## config.mk

```make
export PLATFORM = sky130hd
export DESIGN_NAME = exec_sequencer
export DESIGN_NICKNAME = d
export VERILOG_FILES = /design/src/rtl/exec_sequencer.sv
export SDC_FILE = /design/constraint.sdc
export NUM_CORES = 1
export LEC_CHECK = 0
export CORE_MARGIN = 3
export CORE_UTILIZATION = 45
export DETAILED_ROUTE_END_ITERATION = 10
export GPL_ROUTABILITY_DRIVEN = 0
export PLACE_DENSITY = 0.78
export RECOVER_POWER = 50
export SLEW_MARGIN = 30
export SYNTH_ARGS = -nofsm -noshare
export SYNTH_HDL_FRONTEND = slang
export SYNTH_SLANG_ARGS = --single-unit
```

## constraint.sdc

```tcl
create_clock -name clk -period 4.3 [get_ports clk]
set_input_delay 1.29 -clock clk [delete_from_list [all_inputs] [get_ports clk]]
set_output_delay 1.29 -clock clk [all_outputs]
set_load 0.02 [all_outputs]
```

## src/rtl/exec_sequencer.sv

```systemverilog
// Multi-cycle fetch/execute/writeback sequencer for the single-issue RV32 core.
// Owns the PC and instruction register; halts on ebreak until reset.
module exec_sequencer #(
  parameter logic [31:0] RESET_VECTOR = 32'h8000_0000,
  parameter logic [31:0] PC_INCREMENT = 32'd4
) (
  input  logic        clk,
  input  logic        rst,
  output logic        imem_req,
  output logic [31:0] imem_addr,
  input  logic        imem_gnt,
  input  logic        imem_rvalid,
  input  logic [31:0] imem_rdata,
  output logic [31:0] pc,
  output logic [31:0] inst,
  output logic        exec_valid,
  output logic        rf_wen,
  output logic        halted,
  output logic [31:0] retire_cnt
);

  localparam logic [31:0] NOP_WORD    = 32'h0000_0013;
  localparam logic [31:0] EBREAK_WORD = 32'h0010_0073;

  typedef enum logic [2:0] {
    FETCH,
    WAIT,
    EXEC,
    WB,
    HALT
  } state_t;

  state_t state;
  logic   capture;

  // A word is taken either on a granted request that returns in the same
  // cycle, or on the first rvalid while a granted fetch is outstanding.
  assign capture   = ((state == FETCH) && imem_gnt && imem_rvalid) ||
                     ((state == WAIT) && imem_rvalid);

  assign imem_addr = pc;

  // Control outputs are registered alongside the state so they never depend
  // combinationally on the memory inputs.
  always_ff @(posedge clk) begin
    if (rst) begin
      state      <= FETCH;
      pc         <= RESET_VECTOR;
      inst       <= NOP_WORD;
      retire_cnt <= '0;
      imem_req   <= 1'b1;
      exec_valid <= 1'b0;
      rf_wen     <= 1'b0;
      halted     <= 1'b0;
    end else if (capture) begin
      inst     <= imem_rdata;
      imem_req <= 1'b0;
      if (imem_rdata == EBREAK_WORD) begin
        state  <= HALT;
        halted <= 1'b1;
      end else begin
        state      <= EXEC;
        exec_valid <= 1'b1;
      end
    end else begin
      case (state)
        FETCH: begin
          if (imem_gnt) begin
            state    <= WAIT;
            imem_req <= 1'b0;
          end
        end
        WAIT: begin
        end
        EXEC: begin
          state      <= WB;
          exec_valid <= 1'b0;
          rf_wen     <= 1'b1;
        end
        WB: begin
          state      <= FETCH;
          rf_wen     <= 1'b0;
          imem_req   <= 1'b1;
          pc         <= pc + PC_INCREMENT;
          retire_cnt <= retire_cnt + 32'd1;
        end
        HALT: begin
        end
        default: begin
          state      <= FETCH;
          imem_req   <= 1'b1;
          exec_valid <= 1'b0;
          rf_wen     <= 1'b0;
          halted     <= 1'b0;
        end
      endcase
    end
  end

endmodule

```

Word-level counts from Yosys, hierarchy flattened:

Index checks and enable logic that the tools add are counted.

* output and inout port bits: 132
* latch bits: 0
* input port bits: 36
* logic and storage cells: 54
* register bits: 103
* ROM bits: 0
* memories: 0
* bits in writable memories: 0

* eq/ne operators: 12
* order comparisons: 0
* shift operators: 0
* divide/modulo/power cells: 0
* bitwise logic cells: 2
* muxes and demuxes: 14
* multipliers: 0
* reduce and logical (&&, ||, !) cells: 16
* add/subtract/negate cells: 2

Operators with widths (count)
* adder 32 x 1 -> 32 bit, second input constant: 1
* adder 32 x 3 -> 32 bit, second input constant: 1
* == test 32 x 21 -> 1 bit, second input constant: 1
* AND reduction 2 bit: 6
* inequality test 2 x 1 -> 1 bit, second input constant: 5
* two-way mux 3 bit: 3
* case mux 3 bit (3 select lines): 1
* two-way mux 1 bit: 8
* == test 3 x 2 -> 1 bit, second input constant: 2
* OR reduction 3 bit: 2
* OR reduction 5 bit: 1
* case mux 1 bit (2 select lines): 2
* OR reduction 4 bit: 1
* == test 3 x 1 -> 1 bit, second input constant: 1
* == test 3 bit, second input constant: 1
* logical AND 1 bit: 3
* zero test 3 bit: 1
* inequality test 3 bit, second input constant: 1
* inequality test 2 bit, second input constant: 1
* NOT 1 bit: 2
* OR reduction 2 bit: 1
* logical OR 1 bit: 1

Longest topological paths before layout:

Gate-level depths: netlist (run 1).

* word-level depth: 6
* depth in mapped cells: 7

Worst setup path after synthesis (run 1):

OpenSTA, ideal clock, no wires.

* kind: input to register
* from: in imem_rdata[18]
* to: reg halted
* path slack: 2072 ps
* buffers on the path: 0
* data arrival time: 2157 ps
* cell stages on the path: 4
* cell sequence: nor4b_1 -> nand4_1 -> or3_1 -> a21oi_1

* cells in the longest elaborated chain, start to end: 3

RTL lines
* start: declaration: line 13 `input logic [31:0] imem_rdata,`
* == test 32 x 21 -> 1 bit: line 58 `if (imem_rdata == EBREAK_WORD) begin`
* inequality test 2 x 1 -> 1 bit (no source line)
* AND reduction 2 bit (no source line)
* end signal: assignment: line 54 `halted <= 1'b0;`
* end signal: assignment: line 60 `halted <= 1'b1;`
* end signal: assignment: line 94 `halted <= 1'b0;`
* end: declaration: line 18 `output logic halted,`

No other way between the ends.
A chain may end at the register's enable or synchronous reset.

Worst setup path in the final report (run 1):

* from: in rst
* to: reg inst[12]

RTL lines
* start: declaration: line 8 `input logic rst,`
* end signal: assignment: line 56 `inst <= imem_rdata;`
* end: declaration: line 15 `output logic [31:0] inst,`

No word-level cell between the ends.

==> results of run 1 <==
[per-stage QoR]
| step | setup slack (ns) | std cells | instance area, um2 |
|---|---|---|---|
| 3_3_place_gp | 1.224 | 804 | 6095 |
| 6_report | 1.016 | 821 | 6275 |
| 5_1_grt | 0.8633 | 821 | 6275 |
| 4_1_cts | 1.492 | 820 | 6291 |
| 2_1_floorplan | 2.072 | 574 | 4671 |
| 3_5_place_dp | 1.161 | 804 | 6095 |
[power by group]
| group | internal, mW | switching, mW | total, mW |
|---|---|---|---|
| Clock | 0.275 | 0.331 | 0.606 |
| Sequential | 0.959 | 0.0182 | 0.978 |
| Combinational | 0.0833 | 0.103 | 0.187 |
| Total | 1.32 | 0.452 | 1.77 |
[sequential cells by signal (all words and copies together), names as in the netlist]
name / count
exec_valid: 1
halted: 1
imem_addr: 30
imem_req: 1
inst: 32
retire_cnt: 32
rf_wen: 1
state: 3
[final timing paths]
| path | startpoint | end | slack [ns] |
|---|---|---|---|
| worst min register to register | inst[9]$_SDFFE_PP0P_ | inst[9]$_SDFFE_PP0P_ | 0.45 |
| worst max register to register | state[1]$_SDFFE_PP0P_ | retire_cnt[29]$_SDFFE_PP0P_ | 1.70 |
| worst max-delay path | rst | inst[12]$_SDFFE_PP0P_ | 1.02 |
| worst min-delay path | inst[9]$_SDFFE_PP0P_ | inst[9]$_SDFFE_PP0P_ | 0.45 |
[worst max-delay path, delay by kind of cell]
| family | cells | cell delay (ns) |
|---|---|---|
| compound gates | 1 | 0.10 |
| buf+inv | 2 | 2.01 |
[synth_stat cells (all sizes together), types with 4 or more instances]
| master | count |
|---|---|
| and3 | 6 |
| clkbuf | 34 |
| nor4 | 6 |
| xor2 | 13 |
| nand4 | 21 |
| inv | 8 |
| xnor2 | 5 |
| a21oi | 77 |
| and4 | 7 |
| o21ai | 21 |
| dfxtp | 101 |
| or4 | 27 |
| nand3b | 4 |
| nand2 | 88 |
| o31ai | 23 |
| buf | 35 |
| nor2 | 30 |
| or3 | 18 |
| nand3 | 19 |
[layer usage]
layer | vias to the layer above | global-route usage [%]
met5 | - | 0
met4 | 0 | 4.779
met3 | 11 | 5.219
met2 | 114 | 35.12
met1 | 2145 | 23.44
li1 | 2233 | -
[area by class of cell]
cell class / count / area (um2) / area share [%]
clock buffers: 10 / 127.6 / 2.034
repair buffers: 167 / 1645 / 26.22
well taps: 133 / 166.4 / 2.652
clock inverters: 6 / 68.82 / 1.097
inverters: 8 / 30.03 / 0.4786
multi-input cells: 396 / 2215 / 35.29
flip-flops and latches: 101 / 2022 / 32.22
[kinds of logic after synthesis]
| family | share of synthesized area (%) |
|---|---|
| adders and majority gates | 0.5370 |
| and+or+nand+nor | 28.20 |
| muxes | 0.8862 |
| other | 0.08048 |
| xor gates and xnor gates | 3.383 |
| AOI/OAI and AO/OA | 14.42 |
| DFF | 43.39 |
| buffers and inverters | 9.103 |
==> results.yml, run 1 <==
status:
  outcome: "complete, but fails checks"
  violations: "max-capacitance violations, max-slew violations"
setup_path:
  crit_fanout: 76
  critPathKind: "input port to flip-flop"
  slowest_stage: "clkbuf_2"
  path_cells: "clkbuf_2, clkbuf_1, a21oi_1"
  critical_path_arrival_ns: 3.47
  crit_path_start_kind: "input port"
  crit_required_ns: 4.49
  ff2ff_path_depth: 4
  worstSetupEndpointType: "flip-flop"
  worst_path_largest_cell_delay_ns: 1.10
sta:
  hold_viol: 0
  hold_ws_ns: 0.4550
  slew_headroom_pct: -4.996
  fmax_mhz: 304.5
  timing.final.crit_period_ns: 3.284
  fin_crit_sh_pct: 76.38
  finClkSkew_ns: 0.01499
  rsz0062_at_grt: "false"
  setup_viol: 0
  worst_pin_slew_ns: 1.575
  maxSlewViolCount: 77
  timing.setup.tns_ns: 0
synth:
  synth_edf_count: 0
  syn_area_um2: 4659
  ys_seq_area_share_pct: 43.39
  async_flop_share_pct: 0
  ys_warn_count: 0
  synth_top_area_share_pct: 43.39
  ys.flop_type: "dfxtp_1"
  ys_types: 37
  ys_ff_latch: 101
  synth_area_leader_cell: "dfxtp_1"
  synth_top_cells_by_area: "dfxtp_1 (43%), a21oi_1 (8.3%), nand2_1 (7.1%)"
  syn_inst: 571
  avgSynthCellArea_um2: 8.160
cells_and_area:
  fin_nets: 721
  drive_gt1_share_pct: 2.616
  antenna-diode-count: 0
  final_util_pct: 63.32
  fillerInstances: 883
  final_common_cell: "clkdlybuf4s50_1"
  area_growth_pct: 34.67
  layout_common_cells: "clkdlybuf4s50_1 (130), dfxtp_1 (101), nand2_1 (88)"
clock_tree:
  htree_levels: 3
  cts.clk_slew.worst_paths_ns: 0.09
  cts_buffer_depth: 2
  root_buffer: "clkbuf_8"
  clkSinkCount: 101
  cts_resized: 0
  clk_latency_ns: 0.35
  numCtsBuffers: 9
  cts_tree: "built"
  hold_buffers: 0
  cts_setup_buffers: 0
drt:
  vias: 4503
  wl_per_cell_um: 14.24
  dr.first_iter.drc_count: 224
  ant_nets: 0
  via_per_inst: 5.485
  wl_met3_um: 676
  routed.top_layer: "met4"
  drc_errors: 0
  m1WireLength_um: 4863
  firstDrtPassIters: 6
  wl_met2_um: 6021
  wl_um: 11690
floorplan:
  die_width_um: 107.8
  die_area_um2: 11610
  ioPinCount: 168
  start_util_pct: 47.02
  coreArea_um2: 9910
  die_y_um: 107.8
  rows: 36
power_and_ir_drop:
  leakagePower_nw: 2.104
  ir_drop_mv: 0.2312
  power.density_nw_per_um2: 282.1
  power_mw: 1.770
global_route:
  grt_first_pass_wirelength_um: 19180
  antenna_found_initial: 0
  grt-ovfl-total: 0
  grt_pass1_vias: 4171
  grt_use_total_pct: 19.69
  grt_start_max_net_pins: 77
hold_path:
  hold_path_depth: 2
  hold_class: "flip-flop to flip-flop"
placement:
  portBuffers: 163
  hpwl_um: 8555
job:
  max_cap_violations: 1
Power figures use the tool's default switching activity.
==> run 2: changes to the inputs <==
==> constraint.sdc (replaced) <==
create_clock -name clk -period 3.37 [get_ports clk]
set_input_delay 1.011 -clock clk [delete_from_list [all_inputs] [get_ports clk]]
set_output_delay 1.011 -clock clk [all_outputs]
set_load 0.02 [all_outputs]
==> run 2 against run 1 <==
  * The flow now finishes without violations
  * Wire length up 2.0%
  * Clock-buffer cell count up 2
  * Sequential cell count unchanged
  * Sequential share of layout area down 0.16 points
  * Design area up 0.50%
  * Critical path type unchanged
  * Critical endpoint is now imem_addr[11]$_SDFFE_PP0P_
==> results.yml, run 2 (synthesized netlist as in run 1, its figures left out) <==
status:
  outcome: "finished, final reports clean"
placement:
  dpl_cell_area_um2: 6110
  portBuffers: 163
  dp_slack_ns: 0.6361
  hpwl_um: 8801
cells_and_area:
  multi_input_area_um2: 2221
  drive_gt1_share_pct: 3.048
  fillerInstances: 899
  design_area_um2: 6306
  final_common_cell: "clkdlybuf4s50_1"
  seq_area_um2: 2022
  layout_common_cells: "clkdlybuf4s50_1 (130), dfxtp_1 (101), nand2_1 (88)"
  antenna-diode-count: 0
  fin_nets: 722
  area_growth_pct: 35.34
clock_tree:
  htree_levels: 3
  cts_tree: "built"
  clk_latency_ns: 0.35
  hold_buffers: 0
  numCtsBuffers: 9
  clkSinkCount: 101
  cts.clk_slew.worst_paths_ns: 0.10
  cts_buffer_depth: 2
  cts_resized: 0
  root_buffer: "clkbuf_8"
  cts_setup_buffers: 0
floorplan:
  start_util_pct: 47.02
  coreArea_um2: 9910
  die_y_um: 107.8
  die_width_um: 107.8
  ioPinCount: 168
  rows: 36
  die_area_um2: 11610
sta:
  maxSlewViolCount: 0
  hold_viol: 0
  timing.final.crit_period_ns: 2.718
  rsz0062_at_grt: "false"
  slew_headroom_pct: 20.45
  finClkSkew_ns: 0.01080
  layout_setup_ws_ns: 0.6523
  fmax_mhz: 368.0
  fin_crit_sh_pct: 80.64
  timing.setup.tns_ns: 0
  worst_pin_slew_ns: 1.193
  setup_viol: 0
drt:
  wl_per_cell_um: 14.50
  vias: 4470
  ant_nets: 0
  dr.first_iter.drc_count: 154
  via_per_inst: 5.438
  drc_errors: 0
  wl_um: 11920
  firstDrtPassIters: 4
setup_path:
  r2r_slack_ns: 0.83
  r2r-end: "retire_cnt[27]$_SDFFE_PP0P_"
  reg2reg_from: "state[1]$_SDFFE_PP0P_"
  critPathKind: "input port to flip-flop"
  path_cells: "clkbuf_2, clkbuf_1, nor2_1"
  crit_fanout: 54
  worstSetupEndpointType: "flip-flop"
  crit_path_start_kind: "input port"
  slowest_stage: "clkbuf_1"
  critical_path_arrival_ns: 2.91
  crit_required_ns: 3.56
  ff2ff_path_depth: 4
  worst_path_largest_cell_delay_ns: 0.95
power_and_ir_drop:
  power.density_nw_per_um2: 362.4
  ir_drop_mv: 0.2417
  power_mw: 2.286
  leakagePower_nw: 2.128
global_route:
  grt_pass1_vias: 4203
  met2_usage_pct: 36.28
  grt-ovfl-total: 0
  grt_first_pass_wirelength_um: 19800
  grt_use_total_pct: 20.53
  grt_use_met1_pct: 24.37
  use_met3_pct: 5.999
  top_usage_layer: "met2"
  antenna_found_initial: 0
  grt_start_max_net_pins: 55
job:
  max_cap_violations: 0
hold_path:
  holdPathEnd: "inst[17]$_SDFFE_PP0P_"
  hp-start: "inst[17]$_SDFFE_PP0P_"
  hold_class: "flip-flop to flip-flop"
  hold_path_depth: 2
## run 2: cell count changes in the layout (fill, tap and decap cells not counted)
cell      delta
clkinv_2     -1
nand4b_1     -1
clkinv_4     +1
clkbuf_8     +2
clkbuf_1     -1
buf_4        +2
nand4b_2     +1
inv_6        -2
## run 2: how the worst max path moves through the flow
stage,startpoint,to,slack (ns)
after floorplan,imem_addr[2]$_SDFFE_PP0P_,imem_addr[30]$_SDFFE_PP0P_,1.33
after global placement,imem_gnt,halted$_SDFFE_PP0P_,0.70
after detailed placement,imem_gnt,halted$_SDFFE_PP0P_,0.64
after CTS,imem_addr[16]$_SDFFE_PP0P_,pc[16],0.84
after global routing,rst,inst[10]$_SDFFE_PP0P_,0.44
final,rst,imem_addr[11]$_SDFFE_PP0P_,0.65
## run 2: area by class of cell
cell class / instances / area share [%]
clock buffers: 12 / 2.460
flip-flops and latches: 101 / 32.06
inverters: 8 / 0.4762
clock inverters: 4 / 0.8730
well taps: 133 / 2.639
multi-input cells: 396 / 35.22
repair buffers: 168 / 26.27
## run 2: layer usage
metal,vias to the layer above,part of all wire (%),wire length (um)
met1,2108,41,4853
met2,121,52,6157
met3,11,6.6,785
li1,2230,-,-
met4,0,1.0,121
met5,-,0,0
## run 2: critical path, delay by kind of cell
kind,cells,cell delay (ns)
buf+inv,2,1.76
simple gates,1,0.12
## run 2: per-stage QoR
step	hold slack, ns	cells	utilization, %
4_1_cts	0.4609	822	63.78
2_1_floorplan	0.5333	574	-
3_5_place_dp	0.4493	806	61.65
5_1_grt	0.4747	822	63.64
6_report	0.4558	822	63.64
3_3_place_gp	0.4406	806	61.65
## run 2: report_power, final
part	switching [mW]	total (mW)	leakage [nW]	internal, mW
sequential	0.0231	1.25	0.819	1.22
combinational	0.134	0.241	1.21	0.107
clock	0.409	0.797	0.103	0.389
==> run 3: changes to the inputs <==
--- a/config.mk
+++ b/config.mk
@@ -6,10 +6,10 @@
 export NUM_CORES = 1
 export LEC_CHECK = 0
 export CORE_MARGIN = 3
-export CORE_UTILIZATION = 45
+export CORE_UTILIZATION = 41
 export DETAILED_ROUTE_END_ITERATION = 10
 export GPL_ROUTABILITY_DRIVEN = 0
-export PLACE_DENSITY = 0.78
+export PLACE_DENSITY = 0.75
 export RECOVER_POWER = 50
 export SLEW_MARGIN = 30
 export SYNTH_ARGS = -nofsm -noshare
==> constraint.sdc (replaced) <==
create_clock -name clk -period 2.5 [get_ports clk]
set_input_delay 0.75 -clock clk [delete_from_list [all_inputs] [get_ports clk]]
set_output_delay 0.75 -clock clk [all_outputs]
set_load 0.02 [all_outputs]
==> run 3 against run 2 <==
  * Register-to-register slack got worse by 0.58 ns
  * Highest routed layer unchanged
  * Sequential cell count unchanged
  * Final cell count increased by 1.5%
  * Critical endpoint is now inst[24]$_SDFFE_PP0P_
  * Combinational power increased by 41%
==> results.yml, run 3 (synthesized netlist as in run 1, its figures left out) <==
drt:
  dr.first_iter.drc_count: 211
  vias: 4476
  via_per_inst: 5.367
  drc_errors: 0
  wl_um: 11900
  firstDrtPassIters: 4
  ant_nets: 0
  wl_per_cell_um: 14.27
sta:
  setup_viol: 0
  rsz0062_at_grt: "false"
  worst_pin_slew_ns: 1.398
  timing.final.crit_period_ns: 2.284
  layout_setup_ws_ns: 0.2156
  hold_viol: 0
  fin_crit_sh_pct: 91.38
  hold_ws_ns: 0.4498
  fmax_mhz: 437.7
  slew_headroom_pct: 6.795
  timing.setup.tns_ns: 0
  finClkSkew_ns: 0.008762
  maxSlewViolCount: 0
clock_tree:
  clkSinkCount: 101
  cts.clk_slew.worst_paths_ns: 0.07
  numCtsBuffers: 9
  clk_latency_ns: 0.34
  cts_setup_buffers: 0
  hold_buffers: 0
  htree_levels: 3
  root_buffer: "clkbuf_16"
  cts_tree: "built"
  cts_buffer_depth: 2
  cts_resized: 0
cells_and_area:
  multi_input_area_um2: 2225
  antenna-diode-count: 0
  fillerInstances: 994
  area_growth_pct: 38.83
  seq_area_um2: 2022
  design_area_um2: 6469
  final_common_cell: "clkdlybuf4s50_1"
  fin_nets: 728
  drive_gt1_share_pct: 4.179
  layout_common_cells: "clkdlybuf4s50_1 (124), dfxtp_1 (101), nand2_1 (88)"
setup_path:
  crit_fanout: 69
  worstSetupEndpointType: "flip-flop"
  crit_path_start_kind: "input port"
  crit_required_ns: 2.70
  critPathKind: "input port to flip-flop"
  crit_family: "buffers and inverters"
  path_cells: "clkbuf_2, clkbuf_2, a21oi_1"
  critical_path_arrival_ns: 2.48
  worst_path_largest_cell_delay_ns: 1.00
  slowest_stage: "clkbuf_2"
  critical_path_buf_inv_count: 2
  critPathMostFrequentCell: "clkbuf_2"
floorplan:
  start_util_pct: 42.42
  ioPinCount: 168
  rows: 38
  coreArea_um2: 10980
  die_y_um: 112.6
  die_area_um2: 12680
  die_width_um: 112.6
global_route:
  grt-ovfl-total: 0
  grt_use_total_pct: 18.33
  grt_start_max_net_pins: 70
  grt_pass1_vias: 4144
  antenna_found_initial: 0
  grt_first_pass_wirelength_um: 19640
power_and_ir_drop:
  leakagePower_nw: 2.238
  power.density_nw_per_um2: 531.7
  ir_drop_mv: 0.4821
placement:
  dp_slack_ns: 0.1286
  dpl_cell_area_um2: 6176
  portBuffers: 163
  hpwl_um: 8649
hold_path:
  hold_class: "flip-flop to flip-flop"
job:
  max_cap_violations: 0
status:
  outcome: "finished, final reports clean"
run 3: final timing paths:
kind                                    from                          end  slack (ns)  cells past startpoint
setup / recovery                         rst        inst[24]$_SDFFE_PP0P_        0.22                      3
hold / removal         inst[11]$_SDFFE_PP0P_        inst[11]$_SDFFE_PP0P_        0.45                      2
setup reg to reg  retire_cnt[1]$_SDFFE_PP0P_  retire_cnt[24]$_SDFFE_PP0P_        0.25                      5
hold reg to reg        inst[11]$_SDFFE_PP0P_        inst[11]$_SDFFE_PP0P_        0.45                      2
run 3: per-stage QoR:
stage                     cells  utilization [%]  power [mW]
after floorplan             574                -       1.888
after global placement      819            56.23       2.060
after detailed placement    819            56.23       2.068
after CTS                   834            59.05       3.498
after global routing        834            58.90       3.581
final                       834            58.90       3.440
run 3: report_power, final:
group	switching, mW	internal, mW
registers	0.0213	1.65
clock network	0.595	0.833
logic	0.191	0.150
total	0.807	2.63
run 3: per-layer routing:
| metal | vias to the layer above | GRT usage, % | routed length [um] |
|---|---|---|---|
| met5 | - | 0 | 0 |
| met4 | 0 | 5.288 | 164 |
| met1 | 2121 | 21.76 | 5023 |
| met2 | 107 | 31.44 | 5845 |
| met3 | 14 | 6.199 | 864 |
| li1 | 2234 | - | - |
run 3: worst min-delay path, delay by kind of cell, from the launching register on:
family | cells | cell delay (ns)
compound gates | 1 | 0.05
flops | 1 | 0.31
simple gates | 1 | 0.05
run 3: layout make-up:
class / instances / share of cell area (%)
clock buffers: 11 / 3.907
flip-flops and latches: 101 / 31.26
repair buffers: 174 / 26.40
inverters: 8 / 0.4642
well taps: 140 / 2.708
multi-input cells: 396 / 34.39
clock inverters: 4 / 0.8704
